### src/rtl/alsu_arb_ctrl.sv
// rtl/alsu_arb_ctrl.sv - round-robin arbiter sharing one ALSU between requesters, one command in flight.
// Optional ALSU_LOCK_EN adds req_lock so a requester can keep the ALSU across back-to-back commands.
module alsu_arb_ctrl #(
    parameter int         NUM_REQ     = 2,
    parameter int         LAT         = 2,
    parameter logic [2:0] IDLE_OPCODE = 3'd0
) (
    input  logic                    clk,
    input  logic                    rst,
    input  logic [NUM_REQ-1:0]      req_valid,
    output logic [NUM_REQ-1:0]      req_ready,
    input  logic [16*NUM_REQ-1:0]   req_cmd,
`ifdef ALSU_LOCK_EN
    input  logic [NUM_REQ-1:0]      req_lock,
`endif
    output logic [2:0]              alsu_opcode,
    output logic [2:0]              alsu_A,
    output logic [2:0]              alsu_B,
    output logic                    alsu_cin,
    output logic                    alsu_serial_in,
    output logic                    alsu_direction,
    output logic                    alsu_red_op_A,
    output logic                    alsu_red_op_B,
    output logic                    alsu_bypass_A,
    output logic                    alsu_bypass_B,
    input  logic [5:0]              alsu_out,
    input  logic [15:0]             alsu_leds,
    output logic                    rsp_valid,
    input  logic                    rsp_ready,
    output logic [1:0]              rsp_id,
    output logic [5:0]              rsp_out,
    output logic [15:0]             rsp_leds,
    output logic                    rsp_err,
    output logic                    busy
);

    localparam int CW = $clog2(LAT + 1);
    localparam logic [NUM_REQ-1:0] ONE_HOT0 = NUM_REQ'(1);

    typedef enum logic [1:0] {
        S_IDLE  = 2'd0,
        S_DRIVE = 2'd1,
        S_WAIT  = 2'd2,
        S_RESP  = 2'd3
    } state_t;

    state_t             r_state;
    state_t             w_state_nxt;

    logic [1:0]         r_rr_ptr;
    logic [CW-1:0]      r_cnt;
    logic [1:0]         r_id;
    logic               r_err;

    logic [2:0]         r_alsu_opcode;
    logic [2:0]         r_alsu_A;
    logic [2:0]         r_alsu_B;
    logic               r_alsu_cin;
    logic               r_alsu_serial_in;
    logic               r_alsu_direction;
    logic               r_alsu_red_op_A;
    logic               r_alsu_red_op_B;
    logic               r_alsu_bypass_A;
    logic               r_alsu_bypass_B;

    logic               r_rsp_valid;
    logic [1:0]         r_rsp_id;
    logic [5:0]         r_rsp_out;
    logic [15:0]        r_rsp_leds;
    logic               r_rsp_err;
    logic               r_busy;

    logic [2*NUM_REQ-1:0] w_valid_dbl;
    logic [NUM_REQ-1:0]   w_valid_rot;
    logic [1:0]           w_rot_off;
    logic                 w_rr_vld;
    logic [2:0]           w_grant_sum;
    logic [1:0]           w_rr_grant;
    logic [1:0]           w_grant;
    logic                 w_grant_vld;
    logic [1:0]           w_rr_nxt;
    logic                 w_req_hs;
    logic                 w_rsp_hs;
    logic                 w_last_wait;
    logic [15:0]          w_cmd;
    logic                 w_err;

    // Rotate the valid vector so bit 0 is the rr pointer; the lowest set bit is the grant offset.
    assign w_valid_dbl = {req_valid, req_valid};
    assign w_valid_rot = NUM_REQ'(w_valid_dbl >> r_rr_ptr);

    always_comb begin
        w_rot_off = 2'd0;
        w_rr_vld  = 1'b0;
        for (int k = NUM_REQ - 1; k >= 0; k--) begin
            if (w_valid_rot[k]) begin
                w_rot_off = 2'(k);
                w_rr_vld  = 1'b1;
            end
        end
    end

    assign w_grant_sum = {1'b0, r_rr_ptr} + {1'b0, w_rot_off};
    assign w_rr_grant  = (w_grant_sum >= 3'(NUM_REQ)) ? 2'(w_grant_sum - 3'(NUM_REQ))
                                                      : w_grant_sum[1:0];

`ifdef ALSU_LOCK_EN
    logic       r_lock_act;
    logic [1:0] r_lock_id;
    logic       w_lock_valid;
    logic       w_lock_req;

    assign w_lock_valid = 1'(req_valid >> r_lock_id);
    assign w_lock_req   = 1'(req_lock >> r_rsp_id);
    assign w_grant      = r_lock_act ? r_lock_id    : w_rr_grant;
    assign w_grant_vld  = r_lock_act ? w_lock_valid : w_rr_vld;
`else
    assign w_grant      = w_rr_grant;
    assign w_grant_vld  = w_rr_vld;
`endif

    assign w_rr_nxt    = (w_grant == 2'(NUM_REQ - 1)) ? 2'd0 : w_grant + 2'd1;
    assign w_req_hs    = (r_state == S_IDLE) && w_grant_vld;
    assign w_rsp_hs    = (r_state == S_RESP) && rsp_ready;
    assign w_last_wait = (r_state == S_WAIT) && (r_cnt == CW'(1));

    assign req_ready = w_req_hs ? (ONE_HOT0 << w_grant) : '0;

    assign w_cmd = 16'(req_cmd >> {w_grant, 4'b0000});
    // Only AND/XOR support the reduction modes; opcodes 6 and 7 are invalid on the ALSU.
    assign w_err = (w_cmd[2:0] >= 3'd6) | ((w_cmd[12] | w_cmd[13]) & (w_cmd[2:1] != 2'b00));

    always_ff @(posedge clk) begin
        if (rst) begin
            r_state <= S_IDLE;
        end else begin
            r_state <= w_state_nxt;
        end
    end

    always_comb begin
        w_state_nxt = r_state;
        case (r_state)
            S_IDLE:  if (w_grant_vld) w_state_nxt = S_DRIVE;
            S_DRIVE: w_state_nxt = S_WAIT;
            S_WAIT:  if (r_cnt == CW'(1)) w_state_nxt = S_RESP;
            S_RESP:  if (rsp_ready) w_state_nxt = S_IDLE;
            default: w_state_nxt = S_IDLE;
        endcase
    end

    always_ff @(posedge clk) begin
        if (rst) begin
            r_rr_ptr         <= 2'd0;
            r_cnt            <= '0;
            r_id             <= 2'd0;
            r_err            <= 1'b0;
            r_alsu_opcode    <= IDLE_OPCODE;
            r_alsu_A         <= 3'd0;
            r_alsu_B         <= 3'd0;
            r_alsu_cin       <= 1'b0;
            r_alsu_serial_in <= 1'b0;
            r_alsu_direction <= 1'b0;
            r_alsu_red_op_A  <= 1'b0;
            r_alsu_red_op_B  <= 1'b0;
            r_alsu_bypass_A  <= 1'b0;
            r_alsu_bypass_B  <= 1'b0;
            r_rsp_valid      <= 1'b0;
            r_rsp_id         <= 2'd0;
            r_rsp_out        <= 6'd0;
            r_rsp_leds       <= 16'd0;
            r_rsp_err        <= 1'b0;
            r_busy           <= 1'b0;
        end else begin
            r_busy <= (w_state_nxt != S_IDLE);

            // ALSU pins idle every cycle except the single DRIVE cycle loaded below.
            r_alsu_opcode    <= IDLE_OPCODE;
            r_alsu_A         <= 3'd0;
            r_alsu_B         <= 3'd0;
            r_alsu_cin       <= 1'b0;
            r_alsu_serial_in <= 1'b0;
            r_alsu_direction <= 1'b0;
            r_alsu_red_op_A  <= 1'b0;
            r_alsu_red_op_B  <= 1'b0;
            r_alsu_bypass_A  <= 1'b0;
            r_alsu_bypass_B  <= 1'b0;

            if (w_req_hs) begin
                r_alsu_opcode    <= w_cmd[2:0];
                r_alsu_A         <= w_cmd[5:3];
                r_alsu_B         <= w_cmd[8:6];
                r_alsu_cin       <= w_cmd[9];
                r_alsu_serial_in <= w_cmd[10];
                r_alsu_direction <= w_cmd[11];
                r_alsu_red_op_A  <= w_cmd[12];
                r_alsu_red_op_B  <= w_cmd[13];
                r_alsu_bypass_A  <= w_cmd[14];
                r_alsu_bypass_B  <= w_cmd[15];
                r_id             <= w_grant;
                r_err            <= w_err;
                r_rr_ptr         <= w_rr_nxt;
            end

            if (r_state == S_DRIVE) begin
                r_cnt <= CW'(LAT);
            end else if (r_state == S_WAIT) begin
                r_cnt <= r_cnt - CW'(1);
            end

            if (w_last_wait) begin
                r_rsp_valid <= 1'b1;
                r_rsp_id    <= r_id;
                r_rsp_out   <= alsu_out;
                r_rsp_leds  <= alsu_leds;
                r_rsp_err   <= r_err;
            end else if (w_rsp_hs) begin
                r_rsp_valid <= 1'b0;
            end
        end
    end

`ifdef ALSU_LOCK_EN
    always_ff @(posedge clk) begin
        if (rst) begin
            r_lock_act <= 1'b0;
            r_lock_id  <= 2'd0;
        end else if (w_rsp_hs) begin
            r_lock_act <= w_lock_req;
            r_lock_id  <= r_rsp_id;
        end
    end
`endif

    assign alsu_opcode    = r_alsu_opcode;
    assign alsu_A         = r_alsu_A;
    assign alsu_B         = r_alsu_B;
    assign alsu_cin       = r_alsu_cin;
    assign alsu_serial_in = r_alsu_serial_in;
    assign alsu_direction = r_alsu_direction;
    assign alsu_red_op_A  = r_alsu_red_op_A;
    assign alsu_red_op_B  = r_alsu_red_op_B;
    assign alsu_bypass_A  = r_alsu_bypass_A;
    assign alsu_bypass_B  = r_alsu_bypass_B;
    assign rsp_valid      = r_rsp_valid;
    assign rsp_id         = r_rsp_id;
    assign rsp_out        = r_rsp_out;
    assign rsp_leds       = r_rsp_leds;
    assign rsp_err        = r_rsp_err;
    assign busy           = r_busy;

endmodule
### config.mk
export PLATFORM = sky130hd
export DESIGN_NAME = alsu_arb_ctrl
export DESIGN_NICKNAME = d
export VERILOG_FILES = /design/src/rtl/alsu_arb_ctrl.sv
export SDC_FILE = /design/constraint.sdc
export NUM_CORES = 1
export LEC_CHECK = 0
export BUFFER_PORTS_ARGS = -buffer_cell sky130_fd_sc_hd__buf_2
export CELL_PAD_IN_SITES_DETAIL_PLACEMENT = 0
export CELL_PAD_IN_SITES_GLOBAL_PLACEMENT = 1
export CORE_MARGIN = 5
export CORE_UTILIZATION = 32
export CTS_CLUSTER_SIZE = 24
export DETAILED_ROUTE_END_ITERATION = 16
export GPL_TIMING_DRIVEN = 0
export MAX_ROUTING_LAYER = met4
export PLACE_DENSITY_LB_ADDON = 0.1
export SLEW_MARGIN = 20
export SYNTH_ARGS = -nofsm -noshare
export SYNTH_HDL_FRONTEND = slang
export SYNTH_SLANG_ARGS = --single-unit
### constraint.sdc
create_clock -name clk -period 2.55 [get_ports clk]
set_input_delay 0.1275 -clock clk [delete_from_list [all_inputs] [get_ports clk]]
set_output_delay 0.1275 -clock clk [all_outputs]
set_load 0.03 [all_outputs]
==> impl_metrics.ini, run 1 <==
[yosys]
netlist_top_cells_count = nand2_1, dfxtp_1, a21oi_1
ys_warn_count = 0
avgSynthCellArea_sq_um = 8.76
synth_top_area_frac = 0.506
synthDistinctLibCells = 34
syn_nets = 300
syn_inst = 235
ys_ff_latch = 52
synth-main-ff-cell = dfxtp_1
synth_top_cell_by_area = dfxtp_1
synth.most_common_cell = nand2_1
yosysSeqAreaShare = 0.506
synth.cell_area_sq_um = 2060
synthTopCellsByArea = dfxtp_1, nand2_1, a21oi_1, mux2i_1, nor2_1
synth_edf_count = 0
async_reset_ff_frac = 0

[sta]
worst_pin_slew_ps = 525
rsz0062_at_grt = no
fmax_ghz = 0.424
hold_viol = 0
slew_violations = 0
maxSlewHeadroom = 0.650
final-setup-viol-count = 0
clock_skew_ps = 4.96
fin_crit_sh = 0.926
fin_crit_ps = 2360
tns_ps = 0

[final_layout]
layout.nets = 408
num-fill-cells = 684
syn_to_final_growth_pct = 35.4
multi_input_area_sq_um = 918
final_util = 0.441
drive_gt1_frac = 0.360
seq_area_sq_um = 1040
finalNonFillerCells = 421
diodes = 0

[worst_setup_path]
worstSetupStartpointType = register
critPathArrivalTime_ps = 2230
r2r_start = r_rr_ptr[0]
r2r_slack_ps = 580
crit_path_max_fanout = 19
worstPathRequired_ps = 2420
crit_path_end_kind = output pin
r2r_cells = 8
reg2reg_to = r_rr_ptr[1]
critPathKind = reg2out

[floorplanning]
start_util = 0.326
rows = 29
fp.dieW_um = 90.2
die_y_um = 90.2
core_area_sq_um = 6310
dieArea_sq_um = 8140
io_pins = 104

[global_route]
grt_overflow = 0
grt_pass1_wl_um = 8770
grtUsageTotal = 0.131
antenna_found_initial = 0
grt_pass1_vias = 1919
grt_max_degree = 16

[placed_design]
place_congestion = 0.729
place_inst = 414
numPortBuffers = 102
dp_hpwl_um = 4060

[clock_network]
holdBufCountCts = 0
cts-root-buf = clkbuf_8
clk_pin_slew_ps = 90
cts_made_buffers = 5
htreeDepth = 2
clockBufferDepth = 2
cts_tree = yes
worstSkewPairLatency_ps = 300
cts.sinks = 52

[drt]
num_vias = 1896
first_iter_violations = 59
wl_per_cell_um = 12.4
finalWirelength_um = 5220
drt_pass1_iterations = 4
drc_errors = 0
postRouteAntennaNets = 0
via_per_inst = 4.50

[power]
switchingPower_uw = 511
worst_ir_drop_vdd_uv = 404
p_leak_uw = 0.00129
p_per_area_nw_per_um2 = 668
p_clk_frac = 0.331
switching_share = 0.274
combPwrFrac = 0.203
p_seq_frac = 0.467
internal-power_uw = 1350

[min_path]
holdPathEnd = r_cnt[0]
hold_class = in2reg
hold_start = rst
hold_depth = 2

[run_status]
outcome = complete, no violations

[flow_run]
cap_violations = 0
==> power by group through the flow <==
stage | combinational, uW | clock, uW | sequential, uW
global placement | 385 | 0 | 887
detailed placement | 388 | 0 | 887
global route | 419 | 672 | 873
floorplan | 207 | 0 | 944
CTS | 389 | 644 | 869
finish | 377 | 616 | 868
==> cell type report <==
| class | instances | area share |
|---|---|---|
| Clock buffer | 7 | 0.0346 |
| Inverter | 6 | 0.00808 |
| Tap cell | 77 | 0.0346 |
| Buffer | 12 | 0.0256 |
| Multi-Input combinational cell | 164 | 0.330 |
| Clock inverter | 1 | 0.0108 |
| Sequential cell | 52 | 0.374 |
| Timing Repair Buffer | 102 | 0.183 |
==> per-stage QoR <==
stage,area [sq um],power (uW),setup WS [ps],hold WS [ps]
floorplan,2060,1150,492,264
global placement,2670,1270,457,354
detailed placement,2670,1280,423,357
CTS,2790,1900,94.1,26.3
global route,2790,1960,17.1,33.5
finish,2790,1860,189,33.8
==> critical path, cell delays in order (launching register included) <==
cell,delay [ps]
dfxtp_1,370
nor2b_2,180
a31o_2,250
ha_1,260
buf_2,160
buf_4,310
inv_1,100
nor2_1,100
buf_2,200
==> timing repair <==
action | in CTS | in global routing
hold endpoints to repair | 0 | 0
endpoints found under the setup margin | 0 | 1
resized for setup | 0 | 0
buffers inserted | 0 | 0
==> kinds of logic after synthesis <==
family | share of synthesized area
and+or+nand+nor | 0.181
DFF | 0.506
AOI/OAI and AO/OA | 0.151
buffers and inverters | 0.0480
muxes | 0.0729
adders and majority gates | 0.0365
xor gates and xnor gates | 0.00426
==> flip-flops by register name (all words and copies together), names as in the netlist, 2 cells and up <==
signal and flops:
alsu_opcode 3, r_rr_ptr 2, alsu_B 3, rsp_leds 16, r_state 2, rsp_out 6, r_cnt 2, alsu_A 3
rsp_id 2, r_id 2
==> worst max-delay path by stage <==
stage           startpoint              to  slack, ps
2_1_floorplan  r_rr_ptr[0]    req_ready[0]        490
3_5_place_dp   r_rr_ptr[0]  alsu_direction        420
5_1_grt        r_rr_ptr[0]    req_ready[1]         20
3_3_place_gp   r_rr_ptr[0]  alsu_direction        460
6_report       r_rr_ptr[0]    req_ready[1]        190
4_1_cts        r_rr_ptr[0]    req_ready[0]         90
==> cell usage in the layout (no fill, tap or decap), types with 2 or more instances in the layout <==
cell type	synthesis	final
o21ai_0	5	5
buf_2	5	106
a211oi_1	2	2
inv_1	6	6
mux2i_1	15	15
and2_1	2	2
nor2b_1	2	2
nand2_1	57	57
clkbuf_1	5	5
dfxtp_1	52	52
a21oi_1	32	32
clkbuf_8	1	8
o21ai_2	2	2
ha_1	6	6
nor2_1	21	21
nor3_1	4	4
==> layer usage <==
layer  up-vias  GRT usage  share of wire
li1        996          -              -
met1       818      0.162           0.47
met2        74      0.201           0.43
met3         8     0.0426          0.087
met4         0     0.0447          0.015
met5         -          -              0
Note: power is estimated with default switching activity, not from simulation.
==> inputs of run 2 (changes only) <==
--- a/config.mk
+++ b/config.mk
@@ -14,7 +14,8 @@
 export DETAILED_ROUTE_END_ITERATION = 16
 export GPL_TIMING_DRIVEN = 0
 export MAX_ROUTING_LAYER = met4
-export PLACE_DENSITY_LB_ADDON = 0.1
+export PLACE_DENSITY = 0.82
+export RECOVER_POWER = 50
 export SLEW_MARGIN = 20
 export SYNTH_ARGS = -nofsm -noshare
 export SYNTH_HDL_FRONTEND = slang
==> run 2 against run 1 <==
Net effect:
- clock power down 22%
- sequential cell count unchanged
- clock skew up 1.0 ps
- first-iteration DRC count up 39%
==> impl_metrics.ini, run 2 (same netlist as run 1, synthesis figures left out) <==
[sta]
fin_crit_sh = 0.917
clock_skew_ps = 5.97
fin_crit_ps = 2340
worst_pin_slew_ps = 516
hold_viol = 0
maxSlewHeadroom = 0.656
final-setup-viol-count = 0
rsz0062_at_grt = no
fmax_ghz = 0.428
slew_violations = 0
tns_ps = 0

[drt]
wl_per_cell_um = 12.1
via_per_inst = 4.52
drc_errors = 0
first_iter_violations = 82
drt_pass1_iterations = 4
finalWirelength_um = 5110
num_vias = 1902
postRouteAntennaNets = 0

[power]
p_leak_uw = 0.00109
internal-power_uw = 1210
p_seq_frac = 0.507
p_clk_frac = 0.280
switchingPower_uw = 503
p_per_area_nw_per_um2 = 638
combPwrFrac = 0.213
switching_share = 0.293
worst_ir_drop_vdd_uv = 361

[global_route]
top_usage_layer = met2
grt_pass1_vias = 1915
antenna_found_initial = 0
grtUsageMet2 = 0.201
grtUsageTotal = 0.129
met3_usage = 0.0484
grt_overflow = 0
met1_usage = 0.157
grt_max_degree = 16
grt_pass1_wl_um = 8620

[final_layout]
syn_to_final_growth_pct = 30.8
mostFrequentLayoutCells = buf_2, nand2_1, dfxtp_1
diodes = 0
largest_reg_flops = 16
layout.nets = 408
fin_area_sq_um = 2690
final_common_cell = buf_2
num-fill-cells = 686
drive_gt1_frac = 0.230

[clock_network]
cts-root-buf = clkbuf_8
cts_tree = yes
post_cts_resized = 0
holdBufCountCts = 0
worstSkewPairLatency_ps = 290
post-cts-setup-buffers = 0
cts_made_buffers = 5
clockBufferDepth = 2
cts.sinks = 52
htreeDepth = 2
clk_pin_slew_ps = 90

[flow_run]
cap_violations = 0

[placed_design]
place_area_sq_um = 2670
numPortBuffers = 102
place_congestion = 0.706
dp_hpwl_um = 3990

[run_status]
outcome = complete, no violations

[min_path]
hold_depth = 2
hold_class = in2reg

[worst_setup_path]
crit_path_top_delay_cell = dfxtp_1
worstSetupStartpointType = register
critPathArrivalTime_ps = 2210
crit_chain = nor2b_2 > a31o_2 > ha_1 > buf_2 > buf_4 > inv_1 > nor2_1 > buf_2
cp_top_family = buffers and inverters
critPathKind = reg2out
critPathBufInv = 4
crit_path_end_kind = output pin
worst_path_largest_cell_delay_ps = 370
crit_top_cell = buf_2
crit_path_max_fanout = 19
worstPathRequired_ps = 2420
r2r_cells = 8
cp.depth = 8

[floorplanning]
die_y_um = 90.2
dieArea_sq_um = 8140
start_util = 0.326
io_pins = 104
rows = 29
core_area_sq_um = 6310
fp.dieW_um = 90.2
run 2: through the flow:
step	util	power (uW)	hold slack [ps]	worst slack, ps	std cells
finish	0.426	1720	41.8	211	421
floorplan	-	1150	264	492	235
detailed placement	0.422	1270	358	434	414
global route	0.426	1820	29.5	46.7	421
global placement	0.422	1270	356	439	414
CTS	0.437	1770	28.4	87.3	422
run 2: layer usage:
layer  share of wire  wire (um)
met5               0          0
met4          0.0098         50
met3           0.095        486
met2            0.43       2210
met1            0.46       2360
run 2: worst paths after layout:
kind / start / to / slack [ps]
worst min register to register: rsp_leds[14] / rsp_leds[14] / 460
worst max-delay path: r_rr_ptr[0] / req_ready[1] / 210
worst max register to register: r_rr_ptr[0] / r_err / 580
worst min-delay path: rst / r_state[0] / 40
run 2: area by class of cell:
type | instances | area (sq um) | area share
Tap cell | 77 | 96.3 | 0.0358
Multi-Input combinational cell | 164 | 913 | 0.339
Clock buffer | 6 | 82.6 | 0.0307
Buffer | 12 | 70.1 | 0.0260
Clock inverter | 2 | 10.0 | 0.00372
Timing Repair Buffer | 102 | 457 | 0.170
Sequential cell | 52 | 1040 | 0.387
Inverter | 6 | 22.5 | 0.00836
run 2: worst reg2reg max path, stage by stage (launching register included):
cell and delay [ps]:
dfxtp_1 370, nor2b_2 180, a31o_2 240, ha_1 260, buf_2 160, mux2i_1 150
a2111oi_0 370, nor3_1 100, nor2_1 100
run 2: power groups by stage:
stage / registers (uW) / logic, uW / clock network, uW
final: 870 / 366 / 480
after global routing: 875 / 408 / 540
after CTS: 870 / 388 / 509
after detailed placement: 888 / 386 / 0
after global placement: 888 / 384 / 0
after floorplan: 944 / 207 / 0
